--- config.mk ---
export PLATFORM = sky130hd
export DESIGN_NAME = snail_pattern_tx
export DESIGN_NICKNAME = d
export VERILOG_FILES = /design/src/rtl/snail_pattern_tx.sv
export SDC_FILE = /design/constraint.sdc
export NUM_CORES = 1
export LEC_CHECK = 0
export BUFFER_PORTS_ARGS = -buffer_cell sky130_fd_sc_hd__buf_2
export CORE_MARGIN = 10
export CORE_UTILIZATION = 54
export CTS_CLUSTER_SIZE = 24
export DETAILED_ROUTE_END_ITERATION = 12
export MAX_ROUTING_LAYER = met4
export PLACE_DENSITY = 0.76
export SLEW_MARGIN = 20
export SYNTH_ARGS = -nofsm -noshare
export SYNTH_HDL_FRONTEND = slang
export SYNTH_SLANG_ARGS = --single-unit
--- constraint.sdc ---
create_clock -name clk -period 2.4 [get_ports clk]
set_input_delay 0.48 -clock clk [delete_from_list [all_inputs] [get_ports clk]]
set_output_delay 0.48 -clock clk [all_outputs]
set_load 0.005 [all_outputs]
--- src/rtl/snail_pattern_tx.sv ---
// snail_pattern_tx -- serial bit-pattern transmitter for the snail "101" link.
//
// Captures a WIDTH-bit word when start is seen in IDLE and shifts it out on D,
// one bit per clock, with no gaps. While the frame is on the line it counts
// overlapping "101" occurrences in the emitted stream (hits). The count can be
// compared against the far-end Mealy 101 detector.
//
// Parameters:
//   WIDTH      frame length in bits (>= 3)
//   MSB_FIRST  1: data[WIDTH-1] goes out first; 0: data[0] goes out first
//   HW         width of hits, $clog2(WIDTH)
//
// Ports:
//   clk    in   1      rising-edge clock
//   _rst   in   1      asynchronous reset, active low
//   start  in   1      frame request, only looked at in IDLE
//   data   in   WIDTH  frame word, captured on the accepted start edge
//   D      out  1      registered serial output, idles at 0
//   busy   out  1      registered, high while bits are on the line
//   done   out  1      registered, one-cycle pulse after the last bit
//   hits   out  HW     registered count of overlapping "101" in the frame
//   rep    in   1      only with SNAIL_TX_REPEAT_EN: resend the word back to back
//
// Optional feature macro: SNAIL_TX_REPEAT_EN (adds rep and a copy of the word).

module snail_pattern_tx #(
  parameter int WIDTH     = 8,
  parameter bit MSB_FIRST = 1'b1,
  localparam int HW       = $clog2(WIDTH)
) (
  input  logic             clk,
  input  logic             _rst,
`ifdef SNAIL_TX_REPEAT_EN
  input  logic             rep,
`endif
  input  logic             start,
  input  logic [WIDTH-1:0] data,
  output logic             D,
  output logic             busy,
  output logic             done,
  output logic [HW-1:0]    hits
);

  localparam int CW = $clog2(WIDTH);

  typedef enum logic [1:0] {
    IDLE  = 2'd0,
    SHIFT = 2'd1,
    FIN   = 2'd2
  } state_t;

  state_t           state_reg, state_next;
  logic [WIDTH-1:0] shreg_reg, shreg_next;
  logic [CW-1:0]    cnt_reg, cnt_next;
  logic             d_reg, d_next;
  logic             busy_reg, busy_next;
  logic             done_reg, done_next;
  logic [HW-1:0]    hits_reg, hits_next;
  logic [1:0]       hist_reg, hist_next;

  // Repeat request and the word to resend; constant-false when the feature is off.
  logic             rep_now;
  logic [WIDTH-1:0] reload_word;

`ifdef SNAIL_TX_REPEAT_EN
  logic [WIDTH-1:0] copy_reg, copy_next;

  assign rep_now     = rep;
  assign reload_word = copy_reg;

  always_ff @(posedge clk or negedge _rst) begin
    if (!_rst) copy_reg <= '0;
    else       copy_reg <= copy_next;
  end
`else
  assign rep_now     = 1'b0;
  assign reload_word = '0;
`endif

  function automatic logic first_bit(input logic [WIDTH-1:0] w);
    return MSB_FIRST ? w[WIDTH-1] : w[0];
  endfunction

  // shreg keeps the whole captured word; the bit after the one on D sits
  // next to the end that was emitted first, and the word shifts toward it.
  function automatic logic following_bit(input logic [WIDTH-1:0] w);
    return MSB_FIRST ? w[WIDTH-2] : w[1];
  endfunction

  function automatic logic [WIDTH-1:0] advance(input logic [WIDTH-1:0] w);
    return MSB_FIRST ? (w << 1) : (w >> 1);
  endfunction

  always_ff @(posedge clk or negedge _rst) begin
    if (!_rst) begin
      state_reg <= IDLE;
      shreg_reg <= '0;
      cnt_reg   <= '0;
      d_reg     <= 1'b0;
      busy_reg  <= 1'b0;
      done_reg  <= 1'b0;
      hits_reg  <= '0;
      hist_reg  <= 2'b00;
    end else begin
      state_reg <= state_next;
      shreg_reg <= shreg_next;
      cnt_reg   <= cnt_next;
      d_reg     <= d_next;
      busy_reg  <= busy_next;
      done_reg  <= done_next;
      hits_reg  <= hits_next;
      hist_reg  <= hist_next;
    end
  end

  logic load_d;   // D is (re)loaded on this edge, so hist shifts
  logic count_d;  // the loaded bit may extend a "101" within the frame

  always_comb begin
    state_next = state_reg;
    shreg_next = shreg_reg;
    cnt_next   = cnt_reg;
    d_next     = d_reg;
    busy_next  = busy_reg;
    done_next  = done_reg;
    hits_next  = hits_reg;
    hist_next  = hist_reg;
    load_d     = 1'b0;
    count_d    = 1'b0;
`ifdef SNAIL_TX_REPEAT_EN
    copy_next  = copy_reg;
`endif

    case (state_reg)
      IDLE: begin
        if (start) begin
          shreg_next = data;
          d_next     = first_bit(data);
          cnt_next   = CW'(WIDTH - 1);
          hits_next  = '0;
          busy_next  = 1'b1;
          state_next = SHIFT;
          load_d     = 1'b1;
`ifdef SNAIL_TX_REPEAT_EN
          copy_next  = data;
`endif
        end
      end

      SHIFT: begin
        done_next = 1'b0;
        if (cnt_reg != '0) begin
          d_next     = following_bit(shreg_reg);
          shreg_next = advance(shreg_reg);
          cnt_next   = cnt_reg - CW'(1);
          load_d     = 1'b1;
          count_d    = 1'b1;
        end else if (rep_now) begin
          // Back-to-back resend: first bit of the next frame replaces the
          // trailing 0, and the new count starts with the boundary match.
          shreg_next = reload_word;
          d_next     = first_bit(reload_word);
          cnt_next   = CW'(WIDTH - 1);
          done_next  = 1'b1;
          load_d     = 1'b1;
          hits_next  = HW'({hist_reg, d_next} == 3'b101);
        end else begin
          d_next     = 1'b0;
          busy_next  = 1'b0;
          done_next  = 1'b1;
          state_next = FIN;
          load_d     = 1'b1;
        end
      end

      FIN: begin
        done_next  = 1'b0;
        state_next = IDLE;
      end

      default: begin
        state_next = IDLE;
        d_next     = 1'b0;
        busy_next  = 1'b0;
        done_next  = 1'b0;
        hits_next  = '0;
        load_d     = 1'b1;
      end
    endcase

    if (load_d) begin
      hist_next = {hist_reg[0], d_next};
    end
    if (count_d && ({hist_reg, d_next} == 3'b101) && (hits_reg != {HW{1'b1}})) begin
      hits_next = hits_reg + HW'(1);
    end
  end

  assign D    = d_reg;
  assign busy = busy_reg;
  assign done = done_reg;
  assign hits = hits_reg;

endmodule

==> key figures, run 1 <==
Layout
  • Share of cells above drive strength 1: 23.2%
  • Area Overhead vs Synth: 12.1%
  • Number of flip-flops under the largest register name: 7
  • Diodes inserted: 0
  • Commonest non-fill, non-tap cell in the layout: dfrtp_1
  • Commonest cells after routing, fill and taps aside: dfrtp_1 (20), buf_2 (16), nand2_1 (15), mux2i_1 (11), ha_1 (9)
  • Final #Nets: 146

Die
  • Die Ht: 64.9 um
  • Die Area: 4210 sq um
  • Cell Rows: 16
  • Die X-Extent: 64.9 um
  • Core Box Area: 1940 sq um
  • Top-level port count: 17
  • Initial Util: 56.1%

Detailed routing
  • DR vias: 775
  • Drt first pass iters: 4
  • First-iteration detailed-routing DRC count: 11
  • Vias per std cell: 5.10
  • Post-route DRC: 0
  • Wire length per cell: 12.7 um
  • Final WL: 1.93 mm
  • Antenna viol nets, final: 0

Worst setup path
  • Crit. End Element: flip-flop
  • CP required: 2.62 ns
  • Worst-path cell chain: inv_1 -> ha_1 -> ha_1 -> nor2b_1 -> a32oi_1 -> a21oi_2 -> mux2i_1
  • Worst path slowest cell: dfrtp_1
  • CP arrival: 2.10 ns
  • Critical path's most frequent cell: ha_1
  • Crit Path Category: reg2reg
  • Slowest stage delay, CP: 0.39 ns
  • Setup slack, reg-to-reg: 0.52 ns
  • Startpoint Class: flip-flop
  • Crit path max fanout: 7

Synth
  • Post-Synthesis Cells: 108
  • Number of unique standard cell types used by synthesis: 20
  • Post-Synthesis Cell Area: 1090 sq um
  • Syn avg cell area: 10.1 sq um
  • Synthesized flop and latch total: 20
  • Post-synthesis sequential area ratio: 46.0%
  • Syn. warnings: 0
  • Syn Nets: 128

Timing
  • Peak Freq: 533 MHz
  • Worst-case clock skew: 0.00101 ns
  • Final slew viol count: 0
  • Final Cycle Share: 78.2%
  • Final setup TNS: 0 ns
  • Fin crit period: 1.88 ns
  • Tightest Pin Transition: 0.442 ns
  • Final hold viol count: 0
  • Final setup fails: 0
  • RSZ-0062 raised after global routing: false
  • Max_slew headroom: 70.5%

GRT
  • Global-route track usage on met3: 3.26%
  • Busiest grt layer: met2
  • Vias in the first global route: 830
  • Met2 layer usage reported by global route: 16.3%
  • Gr ovfl total: 0
  • First-pass GRT wire length: 3.50 mm
  • Met1 usage: 12.6%
  • Largest net degree at the start of global routing: 21
  • GR Util All Layers: 10.1%
  • Antenna violations before repair: 0

Clocking
  • Hold_buf cts: 0
  • Clk Latency, worst-skew pair: 0.29 ns
  • CTS Sinks: 20
  • Number of buffers created by CTS: 3
  • Clock Path Buffers: 2
  • Setup Buffers After CTS: 0
  • CTS tree: done
  • CTS resizes: 0
  • Clk slew on worst S/H paths: 0.11 ns
  • H-tree Lvls: 1
  • Clock root buffer: clkbuf_4

Placement
  • Number of port buffers: 16
  • Gpl congestion: 0.806
  • DP Wirelength: 1.52 mm

Power
  • Power Density: 1090 nW/um^2
  • Final Total Pwr: 0.00133 W
  • P_leak: 0.615 nW
  • Peak VDD IR: 0.000571 V

Outcome
  • Status: complete, no violations

Job
  • MaxCap Viol Count: 0

Worst hold path
  • Worst Hold Class: in2async
metrics by stage:
stage	hold slack (ns)	worst slack, ns	cell area (sq um)	utilization, %	cells
6_report	0.113	0.523	1220	62.8	152
5_1_grt	0.126	0.293	1220	62.8	152
4_1_cts	0.120	0.485	1220	62.8	152
3_5_place_dp	0.454	0.505	1180	61.0	148
3_3_place_gp	0.449	0.548	1180	61.0	148
2_1_floorplan	0.184	0.717	1090	-	108
area by class of cell:
| type | instances | area, sq um |
|---|---|---|
| inverter | 8 | 30.0 |
| timing repair buffer | 17 | 87.6 |
| multi-input combinational | 76 | 532 |
| tap | 27 | 33.8 |
| clock buffer | 4 | 36.3 |
| fill | 182 | 722 |
| sequential | 20 | 500 |
metal layers:
metal	up-vias	part of all wire, %
met5	-	0
met4	0	0
met3	0	5.1
met2	14	46
met1	358	49
li1	403	-
cell usage after synthesis:
library cell | count | area [sq um]
a21oi_1 | 8 | 40.0
a21oi_2 | 2 | 17.5
a32oi_1 | 1 | 8.76
and3_1 | 1 | 6.26
buf_2 | 3 | 15.0
buf_6 | 1 | 11.3
dfrtp_1 | 20 | 500
ha_1 | 9 | 113
inv_1 | 8 | 30.0
mux2_2 | 4 | 45.0
mux2i_1 | 11 | 110
nand2_1 | 15 | 56.3
nor2_1 | 8 | 30.0
nor2b_1 | 1 | 6.26
nor2b_4 | 1 | 13.8
nor4b_1 | 1 | 8.76
o21ai_0 | 8 | 40.0
o21ai_1 | 4 | 20.0
o21ai_2 | 1 | 8.76
or2b_1 | 1 | 7.51
final timing paths:
kind	start	to	depth (start not counted)
setup / recovery	cnt_reg[0]	hits[1]	7
hold / removal	_rst	hits[0]	1
setup reg to reg	cnt_reg[0]	hits[1]	7
hold reg to reg	shreg_reg[5]	shreg_reg[5]	2
max in group asynchronous	_rst	cnt_reg[2]	1
min in group clk	data[3]	shreg_reg[3]	3
kinds of logic (layout without fill, tap and decap cells):
logic type	count (synthesis)	after routing	share of synthesized area, %
buffers and inverters	12	29	5.17
AND/OR/NAND/NOR	28	28	11.8
adder cells (fa/ha/maj)	9	9	10.3
multiplexers	15	15	14.3
flip-flops	20	20	46.0
AO/OA/AOI/OAI	24	24	12.4
power breakdown:
group | internal (W) | total (W) | leakage [nW] | switching [W]
Combinational | 0.000267 | 0.000588 | 0.345 | 0.000322
Sequential | 0.000467 | 0.000552 | 0.249 | 0.0000848
Clock | 0.0000923 | 0.000192 | 0.0210 | 0.0000999
worst max-delay path: cells and delay by family, from the launching register on:
family          cells  cell delay (ns)
mux                 1             0.22
flops               1             0.39
simple gates        1             0.26
fa+ha+maj           2             0.47
buf+inv             1             0.06
compound gates      2             0.41
Power figures use the tool's default switching activity.
==> run 2, diff against run 1 <==
Settings changed: CORE_UTILIZATION 54 to 49, PLACE_DENSITY 0.76 to 0.73.
Clock period 2.4 ns to 1.7 ns, I/O delays scaled along.
==> run 2 against run 1 <==
  * Worst hold slack gained 0.17 ns
  * Register-to-register slack got worse by 0.47 ns
  * Flip-flop and latch count unchanged
  * Power increased by 74%
  * Global-route usage rose by 1.4 points
  * Combinational power up 96%
  * Largest power group unchanged
  * First-iteration DRC count is 27% higher
  * Critical endpoint is now cnt_reg[0]
  * Clock skew is 0.0074 ns higher
  * Sequential power is 41% higher
==> key figures, run 2 (synthesis gave the netlist of run 1 again) <==
Worst setup path
  • Startpoint Class: flip-flop
  • Worst path slowest cell: dfrtp_1
  • Crit path max fanout: 5 (-2)
  • CP arrival: 1.90 ns (-0.20 ns)
  • CP required: 1.95 ns (-0.67 ns)
  • Crit. End Element: flip-flop
  • WP buf/inv: 2 (+1)
  • Worst-path cell chain: inv_1 -> ha_2 -> nor2b_4 -> buf_4 -> nor2_1 -> mux2_2 -> a21oi_2
  • RR Startpoint: state_reg[1]
  • R2R cell count: 7 (unchanged)
  • Slowest stage delay, CP: 0.43 ns (+0.04 ns)
  • Worst R2R End: cnt_reg[0]
  • Top cell family by delay on the critical path: flip-flops
  • Setup slack, reg-to-reg: 0.05 ns (-0.47 ns)
  • Crit Path Category: reg2reg

GRT
  • Gr ovfl total: 0 (unchanged)
  • Busiest grt layer: met2
  • Largest net degree at the start of global routing: 21 (unchanged)
  • Vias in the first global route: 848 (+2.2%)
  • Met2 layer usage reported by global route: 16.9% (+0.69 points)
  • GR Util All Layers: 11.5% (+1.4 points)
  • Global-route track usage on met3: 4.13% (+0.87 points)
  • Antenna violations before repair: 0 (unchanged)
  • First-pass GRT wire length: 3.87 mm (+11%)
  • Met1 usage: 13.5% (+0.94 points)

Die
  • Cell Rows: 17 (+1)
  • Die Area: 4510 sq um (+7.0%)
  • Core Box Area: 2170 sq um (+12%)
  • Top-level port count: 17 (unchanged)
  • Initial Util: 50.2% (-5.9 points)
  • Die X-Extent: 67.1 um (+3.4%)
  • Die Ht: 67.1 um (+3.4%)

Clocking
  • H-tree Lvls: 1 (unchanged)
  • Clock root buffer: clkbuf_4
  • Clk Latency, worst-skew pair: 0.31 ns (+0.02 ns)
  • CTS Sinks: 20 (unchanged)
  • CTS tree: done
  • Number of buffers created by CTS: 3 (unchanged)
  • Clk slew on worst S/H paths: 0.12 ns (about the same)
  • Clock Path Buffers: 2 (unchanged)

Timing
  • Max_slew headroom: 70.3% (-0.24 points)
  • Worst-case clock skew: 0.00841 ns (+0.00740 ns)
  • Peak Freq: 606 MHz (+14%)
  • Final hold viol count: 0 (unchanged)
  • Final setup TNS: 0 ns (unchanged)
  • RSZ-0062 raised after global routing: true
  • Fin crit period: 1.65 ns (-0.228 ns)
  • Final setup fails: 0 (unchanged)
  • Final slew viol count: 0 (unchanged)
  • Tightest Pin Transition: 0.445 ns (+0.00365 ns)
  • Final Cycle Share: 97.0% (+19 points)

Detailed routing
  • Wire length per cell: 13.1 um (+3.0%)
  • Vias per std cell: 4.87 (-4.4%)
  • Post-route DRC: 0 (unchanged)
  • First-iteration detailed-routing DRC count: 14 (+3)
  • Final WL: 2.17 mm (+12%)
  • Drt first pass iters: 2 (-2)
  • Antenna viol nets, final: 0 (unchanged)
  • DR vias: 809 (+4.4%)

Layout
  • Fill count: 177 (-2.7%)
  • Diodes inserted: 0 (unchanged)
  • Final #Nets: 159 (+8.9%)
  • Area Overhead vs Synth: 29.2%
  • Commonest non-fill, non-tap cell in the layout: dfrtp_1
  • Number of flip-flops under the largest register name: 7 (unchanged)
  • Commonest cells after routing, fill and taps aside: dfrtp_1 (20), buf_2 (16), nand2_1 (15), buf_4 (12), mux2i_1 (11)
  • Design area: 1410 sq um (+15%)
  • Share of cells above drive strength 1: 34.1% (+11 points)

Outcome
  • Status: complete, no violations

Worst hold path
  • HP Start: data[4]
  • Worst Hold Class: in2reg
  • Hold depth: 3
  • Endpoint, Worst Hold: shreg_reg[4]

Power
  • Peak VDD IR: 0.000876 V (+53%)
  • Power Density: 1650 nW/um^2 (+51%)
  • P_leak: 0.697 nW (+13%)

Job
  • MaxCap Viol Count: 0 (unchanged)

Placement
  • Number of port buffers: 16 (unchanged)
  • Gpl congestion: 0.805 (-0.12%)
  • Placed Area: 1250 sq um (+5.6%)
  • DP Wirelength: 1.65 mm (+8.7%)
[run 2: worst register-to-register path, stage by stage (launching register included)]
cell and delay (ns):
dfrtp_1 0.43, inv_1 0.15, ha_2 0.26, nor2b_4 0.20, buf_4 0.13, nor2_1 0.03, mux2_2 0.27, a21oi_2 0.13
[run 2: through the flow]
step | hold slack [ns] | util (%) | power [W] | setup slack (ns) | cells
floorplan | 0.0444 | - | 0.00143 | 0.0167 | 108
global placement | 0.300 | 57.6 | 0.00175 | 0.00844 | 156
detailed placement | 0.317 | 57.6 | 0.00179 | -0.0840 | 156
CTS | 0.276 | 62.3 | 0.00226 | -0.00239 | 165
global route | 0.294 | 64.8 | 0.00253 | -0.0575 | 166
finish | 0.285 | 64.8 | 0.00232 | 0.0508 | 166
[run 2: power breakdown]
group          switching (W)  leakage [nW]  internal [W]  total, W
Combinational       0.000540         0.420      0.000607   0.00115
Clock               0.000154        0.0279      0.000239  0.000393
Sequential          0.000123         0.249      0.000659  0.000781
Total               0.000817         0.697       0.00150   0.00232
[run 2: worst max-delay path by stage]
stage / slack, ns / cells after the start / from / endpoint
6_report: 0.05 / 7 / state_reg[1] / cnt_reg[0]
3_3_place_gp: 0.008 / 7 / cnt_reg[0] / hits[0]
4_1_cts: -0.002 / 6 / hits[0] / hits[1]
3_5_place_dp: -0.08 / 6 / state_reg[1] / hits[1]
2_1_floorplan: 0.02 / 8 / cnt_reg[0] / hits[0]
5_1_grt: -0.06 / 7 / state_reg[1] / shreg_reg[1]
[run 2: per-layer routing]
| metal | vias to the layer above | share of wire, % |
|---|---|---|
| met1 | 367 | 50 |
| met2 | 15 | 45 |
| li1 | 423 | - |
| met5 | - | 0 |
| met4 | 0 | 0.87 |
| met3 | 4 | 4.8 |
[run 2: cell type report]
| cell class | instances | area, sq um | area share [%] |
|---|---|---|---|
| Multi-Input combinational cell | 76 | 588 | 41.8 |
| Sequential cell | 20 | 500 | 35.6 |
| Timing Repair Buffer | 30 | 200 | 14.2 |
| Tap cell | 28 | 35.0 | 2.49 |
| Clock inverter | 1 | 30.0 | 2.14 |
| Inverter | 8 | 30.0 | 2.14 |
| Clock buffer | 3 | 22.5 | 1.60 |
[run 2: what timing repair did]
action | 4_1_cts | 5_1_grt
pin swaps | 1 | 3
endpoints found under the hold margin | 20 | 0
gates resized for setup | 3 | 7
buffers inserted | 4 | 1
hold buffers | 1 | 0
setup endpoints to repair | 3 | 10
gates cloned | 0 | 0
==> run 3, diff against run 2 <==
Settings changed: CORE_UTILIZATION 49 to 55, PLACE_DENSITY 0.73 to not set, PLACE_DENSITY_LB_ADDON set to 0.15.
Clock period 1.7 ns to 1.95 ns, I/O delays scaled along.
==> run 3 against run 2 <==
  * Sequential share of layout area up 5.1 points
  * Non-clock buffer count down 12
  * Via count down 3.5%
  * Design area down 13%
==> key figures, run 3 (synthesis gave the netlist of run 1 again) <==
Outcome
  • Status: complete, no violations

GRT
  • GR Util All Layers: 11.0% (-0.56 points)
  • Vias in the first global route: 823 (-2.9%)
  • Gr ovfl total: 0 (unchanged)
  • Antenna violations before repair: 0 (unchanged)
  • First-pass GRT wire length: 3.68 mm (-5.0%)
  • Largest net degree at the start of global routing: 21 (unchanged)

Clocking
  • Clock Path Buffers: 2 (unchanged)
  • CTS resizes: 0 (-3)
  • Clk Latency, worst-skew pair: 0.30 ns (about the same)
  • CTS tree: done
  • Clk slew on worst S/H paths: 0.11 ns (about the same)
  • Number of buffers created by CTS: 3 (unchanged)
  • Clock root buffer: clkbuf_4
  • H-tree Lvls: 1 (unchanged)
  • CTS Sinks: 20 (unchanged)
  • Hold_buf cts: 0 (-1)
  • Setup Buffers After CTS: 0 (-4)

Detailed routing
  • Antenna viol nets, final: 0 (unchanged)
  • Drt first pass iters: 4 (+2)
  • Vias per std cell: 5.10 (+4.7%)
  • DR vias: 781 (-3.5%)
  • First-iteration detailed-routing DRC count: 24 (+10)
  • Wire length per cell: 13.3 um (+1.4%)
  • Post-route DRC: 0 (unchanged)
  • Final WL: 2.03 mm (-6.6%)

Timing
  • Tightest Pin Transition: 0.452 ns (+0.00656 ns)
  • Peak Freq: 558 MHz (-8.0%)
  • Final setup fails: 0 (unchanged)
  • Worst-case clock skew: 0.00325 ns (-0.00516 ns)
  • Final slew viol count: 0 (unchanged)
  • Final hold viol count: 0 (unchanged)
  • RSZ-0062 raised after global routing: false
  • Final Cycle Share: 92.0% (-5.0 points)
  • Max_slew headroom: 69.9% (-0.44 points)
  • Fin crit period: 1.79 ns (+0.144 ns)
  • Final setup TNS: 0 ns (unchanged)

Worst hold path
  • Worst Hold Class: in2async

Worst setup path
  • Crit. End Element: flip-flop
  • Startpoint Class: flip-flop
  • Crit Path Category: reg2reg
  • Crit path max fanout: 8 (+3)
  • CP arrival: 2.02 ns (+0.12 ns)
  • RR Startpoint: state_reg[0]
  • Setup slack, reg-to-reg: 0.16 ns (+0.11 ns)
  • R2R cell count: 6 (-1)
  • Worst R2R End: hits[0]
  • CP required: 2.18 ns (+0.23 ns)

Layout
  • Final #Nets: 147 (-7.5%)
  • Diodes inserted: 0 (unchanged)
  • Share of cells above drive strength 1: 24.6% (-9.5 points)
  • Multi-input gate area: 534 sq um (-9.1%)
  • Final cell count without fillers: 153 (-7.8%)
  • Commonest non-fill, non-tap cell in the layout: dfrtp_1
  • Total area of sequential cells: 500 sq um (unchanged)
  • Fill count: 166 (-6.2%)
  • Commonest cells after routing, fill and taps aside: dfrtp_1 (20), buf_2 (16), nand2_1 (14), mux2i_1 (11), ha_1 (9)
  • Number of flip-flops under the largest register name: 7 (unchanged)
  • Area Overhead vs Synth: 13.0%

Die
  • Die X-Extent: 64.5 um (-3.9%)
  • Core Box Area: 1920 sq um (-11%)
  • Top-level port count: 17 (unchanged)
  • Initial Util: 56.6% (+6.5 points)
  • Cell Rows: 16 (-1)
  • Die Ht: 64.5 um (-3.9%)
  • Die Area: 4160 sq um (-7.7%)

Power
  • Logic pwr share: 44.6% (-4.8 points)
  • P_leak: 0.620 nW (-11%)
  • Sw power: 0.000633 W (-23%)
  • Sw Share: 38.2% (+3.0 points)
  • Int Power: 0.00102 W (-32%)
  • Power Density: 1350 nW/um^2 (-19%)
  • Peak VDD IR: 0.000791 V (-9.7%)
  • Clock power frac: 14.5% (-2.4 points)
  • Sequential share of power: 40.8% (+7.1 points)

Placement
  • DP Wirelength: 1.55 mm (-6.1%)
  • Placed cell count: 149 (-4.5%)
  • Gpl congestion: 0.768 (-4.7%)
  • Number of port buffers: 16 (unchanged)

Job
  • MaxCap Viol Count: 0 (unchanged)
-- run 3: cell types whose count changed in the layout (fill, tap and decap cells not counted), sizes merged --
cell	delta
bufinv	-1
dlygate4sd3	-1
clkbuf	+1
buf	-11
-- run 3: metrics by stage --
| step | utilization, % | instance area (sq um) | power, W | hold WS (ns) | setup WS, ns |
|---|---|---|---|---|---|
| floorplan | - | 1090 | 0.00125 | 0.0944 | 0.267 |
| global placement | 62.0 | 1190 | 0.00140 | 0.356 | 0.161 |
| detailed placement | 62.0 | 1190 | 0.00143 | 0.364 | 0.136 |
| global route | 64.0 | 1230 | 0.00183 | 0.0218 | 0.0103 |
| CTS | 63.9 | 1230 | 0.00167 | 0.0228 | 0.103 |
| finish | 64.0 | 1230 | 0.00165 | 0.0193 | 0.156 |
-- run 3: cell type report --
class / count / share of cell area, %
clock buffers: 4 / 2.95
inverters: 8 / 2.44
repair buffers: 18 / 7.73
flip-flops and latches: 20 / 40.7
well taps: 27 / 2.75
multi-input cells: 76 / 43.4
-- run 3: power groups by stage --
stage	registers, W	logic [W]	clock network [W]
after floorplan	0.000664	0.000587	0
after global placement	0.000681	0.000723	0
after detailed placement	0.000687	0.000742	0
after CTS	0.000678	0.000745	0.000249
after global routing	0.000696	0.000864	0.000275
final	0.000675	0.000739	0.000241
-- run 3: per-layer routing --
| layer | GRT usage [%] | up-vias | share of wire, % |
|---|---|---|---|
| li1 | - | 399 | - |
| met1 | 14.1 | 367 | 51 |
| met5 | - | - | 0 |
| met4 | 5.08 | 0 | 1.0 |
| met2 | 15.8 | 13 | 45 |
| met3 | 2.75 | 2 | 3.6 |
-- run 3: worst max-delay path by stage --
stage                       startpoint            to  slack, ns  depth (start not counted)
final                     state_reg[0]       hits[0]       0.16                          6
after floorplan             cnt_reg[0]       hits[0]       0.27                          8
after global placement    state_reg[0]  shreg_reg[2]       0.16                          5
after detailed placement  state_reg[0]  shreg_reg[1]       0.14                          5
after CTS                 state_reg[0]  shreg_reg[2]       0.10                          5
after global routing      state_reg[0]       hits[0]       0.01                          6
-- run 3: worst max-delay path: stages, from the launching register on --
cell and delay (ns):
dfrtp_1 0.42, inv_1 0.12, ha_1 0.31, nor2b_4 0.31
o21ai_2 0.10, a21oi_2 0.24, mux2i_1 0.22
